==> src/rtl/uart_rx_fifo.sv <==
`default_nettype none
// ============================================================================
// Module      : uart_rx_fifo
// Description : First-word fall-through byte FIFO for a UART receive path.
//               It keeps sticky overflow and underflow error flags.
// Revision    : 1.0 - initial release
// ============================================================================
module uart_rx_fifo #(
    parameter int DEPTH = 16,
    parameter int AW    = 4
) (
    input  logic          clk,
    input  logic          reset,
    input  logic [7:0]    rx_data,
    input  logic          rx_valid,
    input  logic          rd_en,
    input  logic          clear_err,
    output logic [7:0]    rd_data,
    output logic          empty,
    output logic          full,
    output logic [AW:0]   count,
    output logic          overflow,
    output logic          underflow
);

    localparam logic [AW:0] c_DEPTH = (AW+1)'(DEPTH);
    localparam logic [AW:0] c_ONE   = (AW+1)'(1);

    logic [7:0]    mem_q [DEPTH];
    logic [AW-1:0] wr_ptr_q, wr_ptr_d;
    logic [AW-1:0] rd_ptr_q, rd_ptr_d;
    logic [AW:0]   count_q, count_d;
    logic          overflow_q, overflow_d;
    logic          underflow_q, underflow_d;

    logic          w_empty;
    logic          w_full;
    logic          w_pop;
    logic          w_wr;
    logic          w_drop;
    logic          w_pop_empty;

    assign w_empty     = (count_q == '0);
    assign w_full      = (count_q == c_DEPTH);
    assign w_pop       = rd_en && !w_empty;
    // A full FIFO still accepts a byte when the head is popped in the same cycle.
    assign w_wr        = rx_valid && (!w_full || w_pop);
    assign w_drop      = rx_valid && w_full && !w_pop;
    assign w_pop_empty = rd_en && w_empty;

    always_comb begin
        wr_ptr_d    = wr_ptr_q;
        rd_ptr_d    = rd_ptr_q;
        count_d     = count_q;
        overflow_d  = overflow_q;
        underflow_d = underflow_q;

        if (w_wr) begin
            wr_ptr_d = wr_ptr_q + 1'b1;
        end
        if (w_pop) begin
            rd_ptr_d = rd_ptr_q + 1'b1;
        end

        if (w_wr && !w_pop) begin
            count_d = count_q + c_ONE;
        end else if (w_pop && !w_wr) begin
            count_d = count_q - c_ONE;
        end

        // A new error event wins over a clear issued on the same edge.
        if (clear_err) begin
            overflow_d  = 1'b0;
            underflow_d = 1'b0;
        end
        if (w_drop) begin
            overflow_d = 1'b1;
        end
        if (w_pop_empty) begin
            underflow_d = 1'b1;
        end
    end

    always_ff @(posedge clk or posedge reset) begin
        if (reset) begin
            wr_ptr_q    <= '0;
            rd_ptr_q    <= '0;
            count_q     <= '0;
            overflow_q  <= 1'b0;
            underflow_q <= 1'b0;
        end else begin
            wr_ptr_q    <= wr_ptr_d;
            rd_ptr_q    <= rd_ptr_d;
            count_q     <= count_d;
            overflow_q  <= overflow_d;
            underflow_q <= underflow_d;
        end
    end

    // Storage is never reset; the empty gating on rd_data hides stale bytes.
    always_ff @(posedge clk) begin
        if (w_wr && !reset) begin
            mem_q[wr_ptr_q] <= rx_data;
        end
    end

    assign rd_data   = w_empty ? 8'h00 : mem_q[rd_ptr_q];
    assign empty     = w_empty;
    assign full      = w_full;
    assign count     = count_q;
    assign overflow  = overflow_q;
    assign underflow = underflow_q;

endmodule
`default_nettype wire
==> config.mk <==
export PLATFORM = sky130hd
export DESIGN_NAME = uart_rx_fifo
export DESIGN_NICKNAME = d
export VERILOG_FILES = /design/src/rtl/uart_rx_fifo.sv
export SDC_FILE = /design/constraint.sdc
export NUM_CORES = 1
export LEC_CHECK = 0
export CORE_MARGIN = 3
export CORE_UTILIZATION = 50
export CTS_BUF_LIST = sky130_fd_sc_hd__clkbuf_8 sky130_fd_sc_hd__clkbuf_16
export DETAILED_ROUTE_END_ITERATION = 8
export GPL_ROUTABILITY_DRIVEN = 0
export GPL_TIMING_DRIVEN = 1
export PLACE_DENSITY = 0.72
export SETUP_SLACK_MARGIN = 0.1
export SLEW_MARGIN = 20
export SYNTH_ARGS = -nofsm -noshare
export SYNTH_HDL_FRONTEND = slang
export SYNTH_SLANG_ARGS = --single-unit
==> constraint.sdc <==
create_clock -name clk -period 4.78 [get_ports clk]
set_input_delay 0.717 -clock clk [delete_from_list [all_inputs] [get_ports clk]]
set_output_delay 0.717 -clock clk [all_outputs]
set_load 0.01 [all_outputs]
Word-level counts from Yosys, hierarchy flattened
Memories as Yosys holds them, arrays and structs flattened.
Index checks and enable logic that the tools add are counted.
- $add $sub $neg: 4
- eq/ne operators: 1
- multiplexer cells: 8
- reduce and logical (&&, ||, !) cells: 18
- operators with widths (kind ; count):
    2-to-1 mux 5 bit ; 2
    adder 4 x 1 -> 4 bit, second input constant ; 2
    logical AND 1 bit ; 8
    2-to-1 mux 8 bit ; 1
    nonzero test 2 bit ; 3
    adder 5 x 1 -> 5 bit, second input constant ; 1
    == test 5 bit, second input constant ; 1
    zero test 1 bit ; 5
    zero test 5 bit ; 1
    2-to-1 mux 1 bit ; 5
    subtractor 5 x 1 -> 5 bit, second input constant ; 1
    logical OR 1 bit ; 1
- register bits after elaboration: 15
- RAM bits: 128
- input port bits: 13
- output and inout port bits: 17
- logic and storage cells: 37
- memories kept: 1
- memory list (memory ; words ; width ; read ports ; clocked after Yosys merged registers in ; wr ports ; line ; text):
    mem_q ; 16 ; 8 ; 1 ; 0 ; 1 ; 29 ; logic [7:0] mem_q [DEPTH];

Logic depth before layout (Yosys ltp)
- depth after elaboration: 9
- depth in mapped cells: 10
- depth with buffers taken out: 10

Worst setup path before layout
OpenSTA, ideal clock, no wires.
- path type: input-to-reg
- start: in rd_en
- end: reg count_q[4] (netlist: count[4])
- setup time: 0.126 ns
- data arrival time: 2.766 ns
- required time: 4.654 ns
- setup slack: 1.888 ns
- stages: 9
- path buffers: 0
- path through: inv_2 > a31oi_2 > ha_1 > inv_1 > fa_1 > a21o_1 > a2111oi_0 > a31oi_1 > a221o_1
- longest elaborated chain between the ends: 6
- elaborated cells between the ends (all ways): 9
- classes of those cells: 1 x mux; 8 x reduce/logical
- ends and longest elaborated chain (element ; line ; text):
    start, declared ; 16 ; input logic rd_en,
    logical AND 1 bit (*) ; 45 ; assign w_pop = rd_en && !w_empty;
    logical OR 1 bit ; 47 ; assign w_wr = rx_valid && (!w_full || w_pop);
    logical AND 1 bit ; 47 ;
    zero test 1 bit ; 67 ; end else if (w_pop && !w_wr) begin
    logical AND 1 bit ; 67 ;
    nonzero test 2 bit (no line) ; - ;
    end signal, assigned ; 94 ; count_q <= count_d;
    end, declared ; 32 ; logic [AW:0] count_q, count_d;
Mark *: on every way between the ends. The rest lies on a longest branch, timed or not.
A chain may end at the register's enable or synchronous reset.

Worst setup path after layout
- start: reg rd_ptr_q[1]
- end: out rd_data[0]
- longest elaborated chain between the ends: 2
- ends and longest elaborated chain (element ; line ; text):
    start, declared ; 31 ; logic [AW-1:0] rd_ptr_q, rd_ptr_d;
    start signal, assigned ; 93 ; rd_ptr_q <= rd_ptr_d;
    memory read (16 x 8 bit) ; - ;
    2-to-1 mux 8 bit ; 107 ; assign rd_data = w_empty ? 8'h00 : mem_q[rd_ptr_q];
    end, declared ; 18 ; output logic [7:0] rd_data,
No other way between the ends.

==> flow_metrics.env <==
export IMPL_status="completed"
export IMPL_die_h_um=114
export IMPL_grt_first_pass_wirelength_mm=17.3
export IMPL_async_flop_share_pct=10.5
export IMPL_achievable_frequency_mhz=257
export IMPL_ys_warnings_count=0
export IMPL_ctsResizeCount=0
export IMPL_total_power_mw=4.08
export IMPL_drive_above_1_share_pct=19.0
export IMPL_min_period_over_period_pct=81.4
export IMPL_dp_hpwl_mm=6.76
export IMPL_max_slew_violation_total_from_the_final_report=0
export IMPL_die_w_um=114
export IMPL_insertedDiodeCount=0
export IMPL_floorplan_die_area_mm2=0.0131
export IMPL_final_nets=364
export IMPL_placedCellCount=462
export IMPL_first_global_vias=3004
export IMPL_clock_sinks=143
export IMPL_drt_wl_total_mm=10.7
export IMPL_synth_ff_latch_count=143
export IMPL_ys_top_cells_by_area="edfxtp_1, mux4_2, dfrtp_1, mux4_1, ha_1"
export IMPL_worstPathMaxFanout=16
export IMPL_post_route_drc_count=0
export IMPL_num_io_pins=30
export IMPL_synth_cell_types=43
export IMPL_synth_instances=303
export IMPL_initial_utilization_pct=52.7
export IMPL_preCtsSetupSlack_ns=1.08
export IMPL_synth_avg_cell_area_um2=19.4
export IMPL_tightest_slew_ns=1.07
export IMPL_drt_pre_antenna_iters=5
export IMPL_postSynthNetCount=326
export IMPL_netlist_top_cell_by_area="edfxtp_1"
export IMPL_cts_htree_levels=4
export IMPL_worst_slack_ns=0.889
export IMPL_maximum_number_of_pins_on_one_net_before_global_route_repair=25
export IMPL_number_of_antenna_violations_at_the_first_check_in_global_routing=0
export IMPL_timing_critical_path_from_type="register"
export IMPL_route_detailed_vias_per_inst=5.70
export IMPL_overall_global_routing_resource_usage_pct=18.3
export IMPL_clkSlewWorstSetupHoldPaths_ns=0.06
export IMPL_average_detailed_routed_wire_length_per_instance_um=21.6
export IMPL_setup_viol_count_final=0
export IMPL_cts_root_buffer_cell="clkbuf_16"
export IMPL_crit_required_ns=4.06
export IMPL_synth_yosys_seq_area_share_pct=71.7
export IMPL_p_leak_nw=2.31
export IMPL_postLayoutCoreUtil_pct=61.0
export IMPL_yosysTopAreaCellShare_pct=65.3
export IMPL_clkLatencyLatePin_ns=0.41
export IMPL_hold_path_class="reg -> reg"
export IMPL_clock_skew_final_ns=0.00724
export IMPL_final_fill_count=787
export IMPL_worst_slew_margin_rel_pct=28.7
export IMPL_netlist_area_mm2=0.00588
export IMPL_ctsHoldBuffers=0
export IMPL_accumulated_negative_setup_slack_ns=0
export IMPL_period_needed_ns=3.89
export IMPL_cts_setup_buffers=0
export IMPL_worst_endpoint_arrival_ns=3.17
export IMPL_initialDrtViolationCount=252
export IMPL_coreArea_mm2=0.0112
export IMPL_fin_cells=493
export IMPL_count_of_input_and_output_buffers=29
export IMPL_max_cap_violations=0
export IMPL_hold_viol_final=0
export IMPL_cts_tree="yes"
export IMPL_worst_setup_path_end_kind="output port"
export IMPL_globalRouteOverflowTotal=0
export IMPL_vdd_ir_drop_max_mv=0.381
export IMPL_rsz0062_at_grt="no"
export IMPL_final_antenna_net_count=0
export IMPL_area_growth_syn_to_fin_pct=15.8
export IMPL_detailroute_via_count=2808
export IMPL_critPathKind="reg -> out"
export IMPL_placement_rows=38
export IMPL_synth_enable_flop_cells=128
export IMPL_ys_dominant_reg_cell="edfxtp_1"
export IMPL_power_per_standard_cell_area_mw_per_mm2=599
export IMPL_cts_max_path_buffers=2
export IMPL_total_clock_buffers_created_by_cts=17
[placed cells by master, fill, tap and decap left out, drive strengths merged, types with 3 or more instances in the layout]
master and count:
edfxtp 128, mux4 32, clkdlybuf4s50 29, nor2 18, clkbuf 17, dfrtp 15
o21ai 11, a21oi 10, mux2 10, nand2 9, ha 9, inv 9
clkinv 9, xnor2 8, mux2i 8, buf 4, nand3 3
[cell families (layout without fill, tap and decap cells)]
family,count (synthesis),count (layout),share of synthesized area [%]
flops,143,143,71.7
mux,50,50,16.1
simple gates,39,39,3.04
compound gates,30,30,3.13
buf+inv,22,72,2.45
fa+ha+maj,10,10,2.25
xor+xnor,9,9,1.34
[worst max-delay path: stages, from the launching register on]
cell	delay [ns]
dfrtp_1	0.84
buf_4	0.37
mux4_2	0.54
mux2_2	0.28
o21ai_1	0.12
a21oi_1	0.09
clkdlybuf4s50_1	0.53
[final cells by class]
cell class                 instances  area (µm²)  share of cell area (%)
clock buffer                      17         425                    6.24
clock inverter                    14         125                    1.84
inverter                           8        30.0                   0.441
multi-input combinational        138        1520                    22.3
sequential                       143        4220                    61.9
tap                              140         175                    2.57
timing repair buffer              33         320                    4.70
[through the flow]
stage | hold WS (ns) | instance area [µm²]
global placement | 0.491 | 6270
detailed placement | 0.483 | 6270
global route | 0.532 | 6820
finish | 0.499 | 6820
floorplan | 0.493 | 5880
CTS | 0.498 | 6820
[registers in the layout (all words and copies together), names as in the netlist]
signal / cells
mem_q: 128
count: 5
rd_ptr_q: 4
wr_ptr_q: 4
overflow: 1
underflow: 1
[Yosys cell counts, types with 2 or more instances]
master / instances
edfxtp_1: 128
mux4_2: 23
nor2_1: 18
dfrtp_1: 15
a21oi_1: 10
o21ai_1: 10
ha_1: 9
mux4_1: 9
nand2_1: 9
mux2_2: 8
mux2i_1: 8
xnor2_1: 8
inv_1: 6
buf_2: 5
buf_6: 3
nand3_1: 3
a21o_1: 2
clkbuf_1: 2
inv_2: 2
mux2_1: 2
[per-layer routing]
layer  part of all wire, %  vias to the layer above  track usage [%]
met2                    50                       86             27.5
met5                     0                        -                0
met4                  0.51                        0             5.23
li1                      -                     1296                -
met3                   5.4                        2             5.18
met1                    44                     1424             26.5
[where the power goes]
group	internal (mW)	leakage [nW]	switching, mW	total [mW]
sequential	1.49	1.34	0.172	1.66
clock	0.753	0.271	0.472	1.22
combinational	0.666	0.707	0.534	1.20
total	2.90	2.31	1.18	4.08
[final timing paths]
kind	start	endpoint	slack, ns	cells after the start
worst max-delay path	rd_ptr_q[1]	rd_data[0]	0.89	6
worst min register to register	overflow	overflow	0.50	1
worst min-delay path	overflow	overflow	0.50	1
min in group asynchronous	reset	wr_ptr_q[3]	0.78	2
worst max register to register	count[0]	count[4]	1.28	10
max in group asynchronous	reset	count[0]	3.59	2
Power figures use the tool's default switching activity.
